`config.mk`:
```
export PLATFORM = sky130hd
export DESIGN_NAME = led_blink_sequencer_flat
export DESIGN_NICKNAME = d
export VERILOG_FILES = /design/src/rtl/led_cmd_if.sv /design/src/rtl/led_blink_sequencer.sv /design/src/flat_wrapper.sv
export SDC_FILE = /design/constraint.sdc
export NUM_CORES = 1
export LEC_CHECK = 0
export ABC_AREA = 1
export CAP_MARGIN = 20
export CORE_UTILIZATION = 30
export CTS_CLUSTER_SIZE = 25
export DETAILED_ROUTE_END_ITERATION = 16
export PLACE_DENSITY_LB_ADDON = 0.12
export SLEW_MARGIN = 15
export SYNTH_ARGS = -nofsm -noshare
export SYNTH_HDL_FRONTEND = slang
export SYNTH_SLANG_ARGS = --single-unit
```
`constraint.sdc`:
```
create_clock -name i_CLK -period 4.4 [get_ports i_CLK]
set_input_delay 0.44 -clock i_CLK [delete_from_list [all_inputs] [get_ports i_CLK]]
set_output_delay 0.44 -clock i_CLK [all_outputs]
set_load 0.01 [all_outputs]
```
`src/rtl/led_cmd_if.sv`:
```
// Command channel for led_blink_sequencer: valid/ready handshake carrying mode and blink count.
interface led_cmd_if #(
    parameter int CNT_W = 4
);
    logic             i_CMD_VALID;
    logic             o_CMD_READY;
    logic [1:0]       i_CMD_MODE;
    logic [CNT_W-1:0] i_CMD_COUNT;

    modport master (output i_CMD_VALID, i_CMD_MODE, i_CMD_COUNT, input o_CMD_READY);
    modport slave  (input  i_CMD_VALID, i_CMD_MODE, i_CMD_COUNT, output o_CMD_READY);
endinterface

```
`src/rtl/led_blink_sequencer.sv`:
```
// Command-driven LED controller: steady off/on, N counted blinks or continuous blink.
// Optional LED_PWM_DIM_EN: dims lit states with a duty taken from the prescaler low byte.
module led_blink_sequencer #(
    parameter int PRESCALE_W  = 16,
    parameter int PHASE_TICKS = 8,
    parameter int CNT_W       = 4,
    parameter int DIM_DUTY    = 64
) (
    input  logic        i_CLK,
    input  logic        i_RST,
    led_cmd_if.slave    cmd,
    output logic        o_LED,
    output logic        o_BUSY,
    output logic        o_DONE,
    output logic        o_TICK
);
    localparam int PH_W = $clog2(PHASE_TICKS + 1);

    localparam logic [1:0] S_IDLE = 2'd0;
    localparam logic [1:0] S_ON   = 2'd1;
    localparam logic [1:0] S_OFF  = 2'd2;

    localparam logic [1:0] M_OFF  = 2'd0;
    localparam logic [1:0] M_ON   = 2'd1;
    localparam logic [1:0] M_BN   = 2'd2;
    localparam logic [1:0] M_BC   = 2'd3;

    if (PHASE_TICKS < 1) begin : g_bad_phase
        $error("PHASE_TICKS must be >= 1");
    end
    if (DIM_DUTY < 0 || DIM_DUTY > 255) begin : g_bad_duty
        $error("DIM_DUTY must be within 0..255");
    end
`ifdef LED_PWM_DIM_EN
    if (PRESCALE_W < 8) begin : g_bad_prescale
        $error("PRESCALE_W must be >= 8 when dimming is enabled");
    end
`endif

    logic [PRESCALE_W-1:0] prescaler, pre_nxt;
    logic [1:0]            state;
    logic                  steady, cont;
    logic [PH_W-1:0]       phase_cnt;
    logic [CNT_W-1:0]      remaining;
    logic                  accept, tick, phase_end, on_val;

    assign cmd.o_CMD_READY = (state == S_IDLE) | cont;
    assign accept    = cmd.i_CMD_VALID & cmd.o_CMD_READY;
    assign tick      = &prescaler;
    assign phase_end = tick && (state != S_IDLE) && (phase_cnt == PH_W'(PHASE_TICKS - 1));
    // Any blink command restarts the prescaler so the first phase is full length.
    assign pre_nxt   = (accept && cmd.i_CMD_MODE[1]) ? '0 : prescaler + PRESCALE_W'(1);
    assign o_TICK    = tick;

`ifdef LED_PWM_DIM_EN
    // Judged against the prescaler value the LED register will sit alongside.
    assign on_val = (pre_nxt[7:0] < 8'(DIM_DUTY));
`else
    assign on_val = 1'b1;
`endif

    always_ff @(posedge i_CLK) begin
        if (i_RST) begin
            prescaler <= '0;
            state     <= S_IDLE;
            steady    <= 1'b0;
            cont      <= 1'b0;
            phase_cnt <= '0;
            remaining <= '0;
            o_LED     <= 1'b0;
            o_BUSY    <= 1'b0;
            o_DONE    <= 1'b0;
        end else begin
            prescaler <= pre_nxt;
            o_DONE    <= 1'b0;
            if (accept) begin
                // A command accepted mid-blink drops the current phase without a done pulse.
                phase_cnt <= '0;
                unique case (cmd.i_CMD_MODE)
                    M_OFF, M_ON: begin
                        state  <= S_IDLE;
                        steady <= cmd.i_CMD_MODE[0];
                        cont   <= 1'b0;
                        o_LED  <= cmd.i_CMD_MODE[0] & on_val;
                        o_BUSY <= 1'b0;
                    end
                    M_BN: begin
                        cont <= 1'b0;
                        if (cmd.i_CMD_COUNT == '0) begin
                            state  <= S_IDLE;
                            steady <= 1'b0;
                            o_LED  <= 1'b0;
                            o_BUSY <= 1'b0;
                            o_DONE <= 1'b1;
                        end else begin
                            state     <= S_ON;
                            remaining <= cmd.i_CMD_COUNT;
                            o_LED     <= on_val;
                            o_BUSY    <= 1'b1;
                        end
                    end
                    M_BC: begin
                        state  <= S_ON;
                        cont   <= 1'b1;
                        o_LED  <= on_val;
                        o_BUSY <= 1'b1;
                    end
                endcase
            end else begin
                if (tick && state != S_IDLE)
                    phase_cnt <= phase_end ? '0 : phase_cnt + PH_W'(1);
                case (state)
                    S_IDLE: o_LED <= steady & on_val;
                    S_ON: begin
                        if (phase_end) begin
                            state <= S_OFF;
                            o_LED <= 1'b0;
                        end else begin
                            o_LED <= on_val;
                        end
                    end
                    S_OFF: begin
                        o_LED <= 1'b0;
                        if (phase_end) begin
                            if (cont || remaining > CNT_W'(1)) begin
                                state <= S_ON;
                                o_LED <= on_val;
                                if (!cont)
                                    remaining <= remaining - CNT_W'(1);
                            end else begin
                                state  <= S_IDLE;
                                steady <= 1'b0;
                                o_BUSY <= 1'b0;
                                o_DONE <= 1'b1;
                            end
                        end
                    end
                    default: begin
                        state  <= S_IDLE;
                        cont   <= 1'b0;
                        o_LED  <= 1'b0;
                        o_BUSY <= 1'b0;
                    end
                endcase
            end
        end
    end
endmodule

```
`src/flat_wrapper.sv`:
```
// flat-port wrapper written by rule: the top's interface ports become plain ports
module led_blink_sequencer_flat 
#(
    parameter int PRESCALE_W  = 16,
    parameter int PHASE_TICKS = 8,
    parameter int CNT_W       = 4,
    parameter int DIM_DUTY    = 64
)
  (i_CLK, i_RST, o_LED, o_BUSY, o_DONE, o_TICK, cmd_i_CMD_VALID, cmd_i_CMD_MODE, cmd_i_CMD_COUNT, cmd_o_CMD_READY);
  led_cmd_if #(.CNT_W(CNT_W)) cmd_i ();
  input  logic i_CLK;
  input  logic i_RST;
  output logic o_LED;
  output logic o_BUSY;
  output logic o_DONE;
  output logic o_TICK;
  input wire logic [$bits(cmd_i.i_CMD_VALID)-1:0] cmd_i_CMD_VALID;
  input wire logic [$bits(cmd_i.i_CMD_MODE)-1:0] cmd_i_CMD_MODE;
  input wire logic [$bits(cmd_i.i_CMD_COUNT)-1:0] cmd_i_CMD_COUNT;
  output wire logic [$bits(cmd_i.o_CMD_READY)-1:0] cmd_o_CMD_READY;
  assign cmd_i.i_CMD_VALID = cmd_i_CMD_VALID;
  assign cmd_i.i_CMD_MODE = cmd_i_CMD_MODE;
  assign cmd_i.i_CMD_COUNT = cmd_i_CMD_COUNT;
  assign cmd_o_CMD_READY = cmd_i.o_CMD_READY;
  led_blink_sequencer #(.PRESCALE_W(PRESCALE_W), .PHASE_TICKS(PHASE_TICKS), .CNT_W(CNT_W), .DIM_DUTY(DIM_DUTY)) u_core (.i_CLK(i_CLK), .i_RST(i_RST), .cmd(cmd_i), .o_LED(o_LED), .o_BUSY(o_BUSY), .o_DONE(o_DONE), .o_TICK(o_TICK));
endmodule
```
======== Word level (Yosys, flattened, before mapping) ========
Cells that the tools add are included.
operators by class
  $lt $le $gt $ge ......................... 1
  mux-type cells .......................... 40
  bitwise logic cells ..................... 2
  add/sub/neg operators ................... 3
  reduce and logical (&&, ||, !) cells .... 22
  equality and inequality tests ........... 18
operators with widths
  operator                 count
  $mux W4                  8
  $mux W1                  21
  $add A16 B1 Y16 const B  1
  $reduce_and A16 Y1       1
  $pmux W2 S3              2
  $pmux W1 S3              3
  $ne A2 B1 Y1 const B     4
  $reduce_bool A2 Y1       4
  $reduce_or A2 Y1         4
  $eq A2 B2 Y1 const B     3
  $mux W2                  3
  $ne A2 B2 Y1 const B     3
  $ne A3 B1 Y1 const B     2
  $ne A3 B3 Y1 const B     2
  $pmux W1 S2              3
  $reduce_and A3 Y1        2
  $reduce_and A6 Y1        1
  $reduce_or A3 Y1         2
  $reduce_and A5 Y1        1
  $add A4 B1 Y4 const B    1
  $eq A2 B1 Y1 const B     2
  $eq A4 B3 Y1 const B     1
  $gt A4 B1 Y1 const B     1
  $logic_not A2 Y1         2
  other kinds (7)          9
word-level totals
  register bits after elaboration ......... 31
  output and inout port bits .............. 5
  word-level logic and storage cells ...... 95
  input bits .............................. 9

======== Logic depth before layout (Yosys ltp) ========
  word-level depth ........................ 6
  mapped depth ............................ 11
  mapped depth without buffers ............ 11

======== Least setup slack after synthesis ========
OpenSTA, ideal clock, no wires.
  path type ............................... register -> register
  start ................................... register u_core.prescaler[0]
  end ..................................... register u_core.remaining[0]
  arrival ................................. 1481 ps
  cell stages (with the launch flop) ...... 11
  setup slack ............................. 2804 ps
  clock period less this slack ............ 1596 ps
  cell sequence ........................... dfxtp_1 ha_1 nand2_1 nor2_2 nand2_2 nor2_4 nand3_4 o21ai_4 nand3_1 nand2_1 nor2_1
on the way
  longest elaborated chain between the ends .. 5
RTL lines
  item                                 RTL line                    RTL
  start, declared                      led_blink_sequencer.sv:40   logic [PRESCALE_W-1:0] prescaler, pre_nxt;
  start signal, assigned               led_blink_sequencer.sv:74   prescaler <= pre_nxt;
  $reduce_and A16 Y1                   led_blink_sequencer.sv:49   assign tick = &prescaler;
  net o_TICK                           flat_wrapper.sv:16          output logic o_TICK;
  $logic_and A1 B1 Y1 (2 in a row)     led_blink_sequencer.sv:50   assign phase_end = tick && (state != S_IDLE) && (phase_cnt == PH_W'(PHASE_TICKS - 1));
  $reduce_bool A2 Y1 (no source line)  n/a
  $reduce_and A6 Y1 (no source line)   n/a
  end signal, assigned                 led_blink_sequencer.sv:97   remaining <= cmd.i_CMD_COUNT;
  end signal, assigned                 led_blink_sequencer.sv:129  remaining <= remaining - CNT_W'(1);
  end, declared                        led_blink_sequencer.sv:44   logic [CNT_W-1:0] remaining;
The timed path passes the listed nets, and every way through them passes these cells.
A chain may end at the register's enable or synchronous reset.

======== Final worst setup path ========
  start ................................... register u_core.prescaler[0]
  end ..................................... output port o_TICK
on the way
  longest elaborated chain between the ends .. 1
RTL lines
  item                RTL line
  $reduce_and A16 Y1  led_blink_sequencer.sv:49
  end, declared       flat_wrapper.sv:16
Every way passes these cells.

==> metrics.cfg <==
[run_status]
status=completed

[clock_tree]
clk_latency_ps=280
cts_inserted_buffers=5
hold_buffers=0
cts-root-buf=clkbuf_8
post_cts_buffers=0
clock_path_buffers=2
clock-sinks=31
h-tree-depth=2
cts_tree=done
clk_pin_slew_worst_paths_ps=60
cts_resized=0

[synthesis]
yosysTopAreaCellShare_pct=37.8
ys.flop_type=dfxtp_1
syn-instance-count=243
ys_warn_count=0
syn-cell-area_um2=1640
yosys-top-cells-area=dfxtp_1 (38%), nand2_1 (12%), nor2_1 (8.2%), inv_1 (7.8%), a21oi_1 (6.7%)
syn_nets=256
ys_top_cells_by_count=nand2_1 (51), nor2_1 (36), inv_1 (34)
seq_area_frac_synth_pct=37.8
synth_area_leader_cell=dfxtp_1
avgSynthCellArea_um2=6.76
synth_edf_count=0
synth_cell_types=28
synth.most_common_cell=nand2_1
ys_ff_latch=31
async_flop_share_pct=0

[setup_path]
start_kind=register
critPathKind=register to primary output
end_kind=primary output
worstPathArrival_ps=1900
required_ps=3960
crit_fanout=4
r2r_slack_ps=2610

[pwr]
leakage_nw=0.746
combinationalPowerShare_pct=14.1
p_int_w=0.000493
sequentialPowerShare_pct=45.3
p_total_w=0.000658
clkPwrFrac_pct=40.7
ir_drop_uv=180
switching_power_w=0.000164
swShare_pct=25.0
power_per_cell_area_nw_per_um2=337

[floorplanning]
num_rows=26
die_width_um=76
top_level_ports=14
die_h_um=76
core_um2=5200
initial_core_util_pct=31.6
die_area_um2=5780

[placement]
dp_slack_ps=2310
port_buffers=13
routabilityCongestion=0.806
dpl.hpwl_mm=2.56

[layout]
diodes=0
areaGrowthSynthToFinish_pct=18.7
drive_above_1_share_pct=9.62
utilization_pct=37.5
fillers=567
fin_nets=273

[timing]
fin_crit_sh_pct=53.2
period_needed_ps=2340
finalSetupTns_ps=0
rsz0062_at_grt=false
hold_viol=0
tightest_slew_ps=446
setup_viol=0
timing.final.ws_setup_ps=2060
relSlewSlack_pct=70.0
slew_viol_final=0
fmax_mhz=427
fin_skew_ps=4.09

[route]
via_per_inst=4.40
num_vias=1452
drt_iter0_drc=57
wire_per_inst_um=10.0
wl_mm=3.31
final_antenna_net_count=0
first_pass_iters=4
post-route-drc-count=0

[grt]
use_met3_pct=3.71
grtUsageMet2_pct=21.5
grt-ovfl-total=0
grt_pass1_vias=1397
grt.total_usage_pct=13.2
top_usage_layer=met2
grt_max_degree=16
antenna_found_initial=0
grt_pass1_wl_mm=6.05
gr-usage-met1_pct=16.0

[run]
drv_cap=0

[worst_hold_path]
min_path_type=register to register

[area by class of cell]
| type | count | area (µm²) | share of cell area (%) |
|---|---|---|---|
| timing repair buffer | 13 | 130 | 6.67 |
| tap | 70 | 87.6 | 4.49 |
| clock inverter | 1 | 30.0 | 1.54 |
| sequential | 31 | 621 | 31.8 |
| clock buffer | 6 | 72.6 | 3.72 |
| inverter | 36 | 135 | 6.93 |
| multi-input combinational | 173 | 875 | 44.8 |
[cell families (layout without fill, tap and decap cells)]
| group | after synthesis | in the layout | share of synthesized area (%) |
|---|---|---|---|
| buf+inv | 39 | 56 | 8.99 |
| flops | 31 | 31 | 37.8 |
| xor+xnor | 4 | 4 | 2.13 |
| simple gates | 129 | 129 | 36.0 |
| compound gates | 36 | 36 | 12.0 |
| fa+ha+maj | 4 | 4 | 3.05 |
[worst max-delay path, cell delays in order, from the launching register on]
cell	delay, ps
dfxtp_1	360
ha_1	170
nand2_1	80
nor2_2	170
nand2_2	110
nor2_4	180
clkdlybuf4s50_1	560
[layer usage]
metal,vias to the layer above,wire length (µm)
met5,-,0
met4,0,51
met3,6,90
met2,14,1560
met1,630,1610
li1,802,-
[power groups by stage]
stage / logic [W] / registers (W) / clock network (W)
detailed placement: 0.0000928 / 0.000304 / 0
finish: 0.0000924 / 0.000298 / 0.000268
CTS: 0.0000933 / 0.000297 / 0.000280
global route: 0.000108 / 0.000299 / 0.000293
floorplan: 0.0000670 / 0.000303 / 0
global placement: 0.0000939 / 0.000304 / 0
[cells in the final DEF (no fill, tap or decap)]
cell              n
o21a_1            1
a21oi_1          22
clkbuf_1          1
a31oi_1           1
a211oi_1          1
nor3_2            2
and2_1            1
nor3_1            5
nor2_1           36
nand2_2           7
o21ai_4           1
ha_1              4
nor2_2            4
nand3_4           1
nand2_1          51
clkbuf_8          5
inv_1            34
nor3b_2           1
nor3b_1           1
xor2_1            2
inv_2             2
nand4_1           1
bufinv_16         1
nand3_1          18
xnor2_1           2
o21ai_0           9
clkdlybuf4s50_1  13
nor2_4            1
o21ai_1           1
dfxtp_1          31
[path summary, 6_finish.rpt]
check	cells after the start	start	to
setup reg to reg	10	u_core.prescaler[0]$_SDFF_PP0_	u_core.remaining[1]$_SDFFE_PP0P_
hold reg to reg	1	u_core.prescaler[0]$_SDFF_PP0_	u_core.prescaler[0]$_SDFF_PP0_
hold / removal	1	u_core.prescaler[0]$_SDFF_PP0_	u_core.prescaler[0]$_SDFF_PP0_
setup / recovery	6	u_core.prescaler[0]$_SDFF_PP0_	o_TICK
[flip-flops by register name, summed over array words and instances (netlist names), 2 cells and up]
name	count
u_core.prescaler	16
u_core.phase_cnt	4
u_core.remaining	4
u_core.state	2
[per-stage QoR]
stage | hold WS [ps] | std cells | instance area [µm²]
after floorplan | 418 | 243 | 1640
after global placement | 435 | 323 | 1850
after detailed placement | 438 | 323 | 1850
after CTS | 454 | 330 | 1950
after global routing | 472 | 330 | 1950
final | 457 | 330 | 1950
No activity file was read; power rests on OpenSTA's default activity.
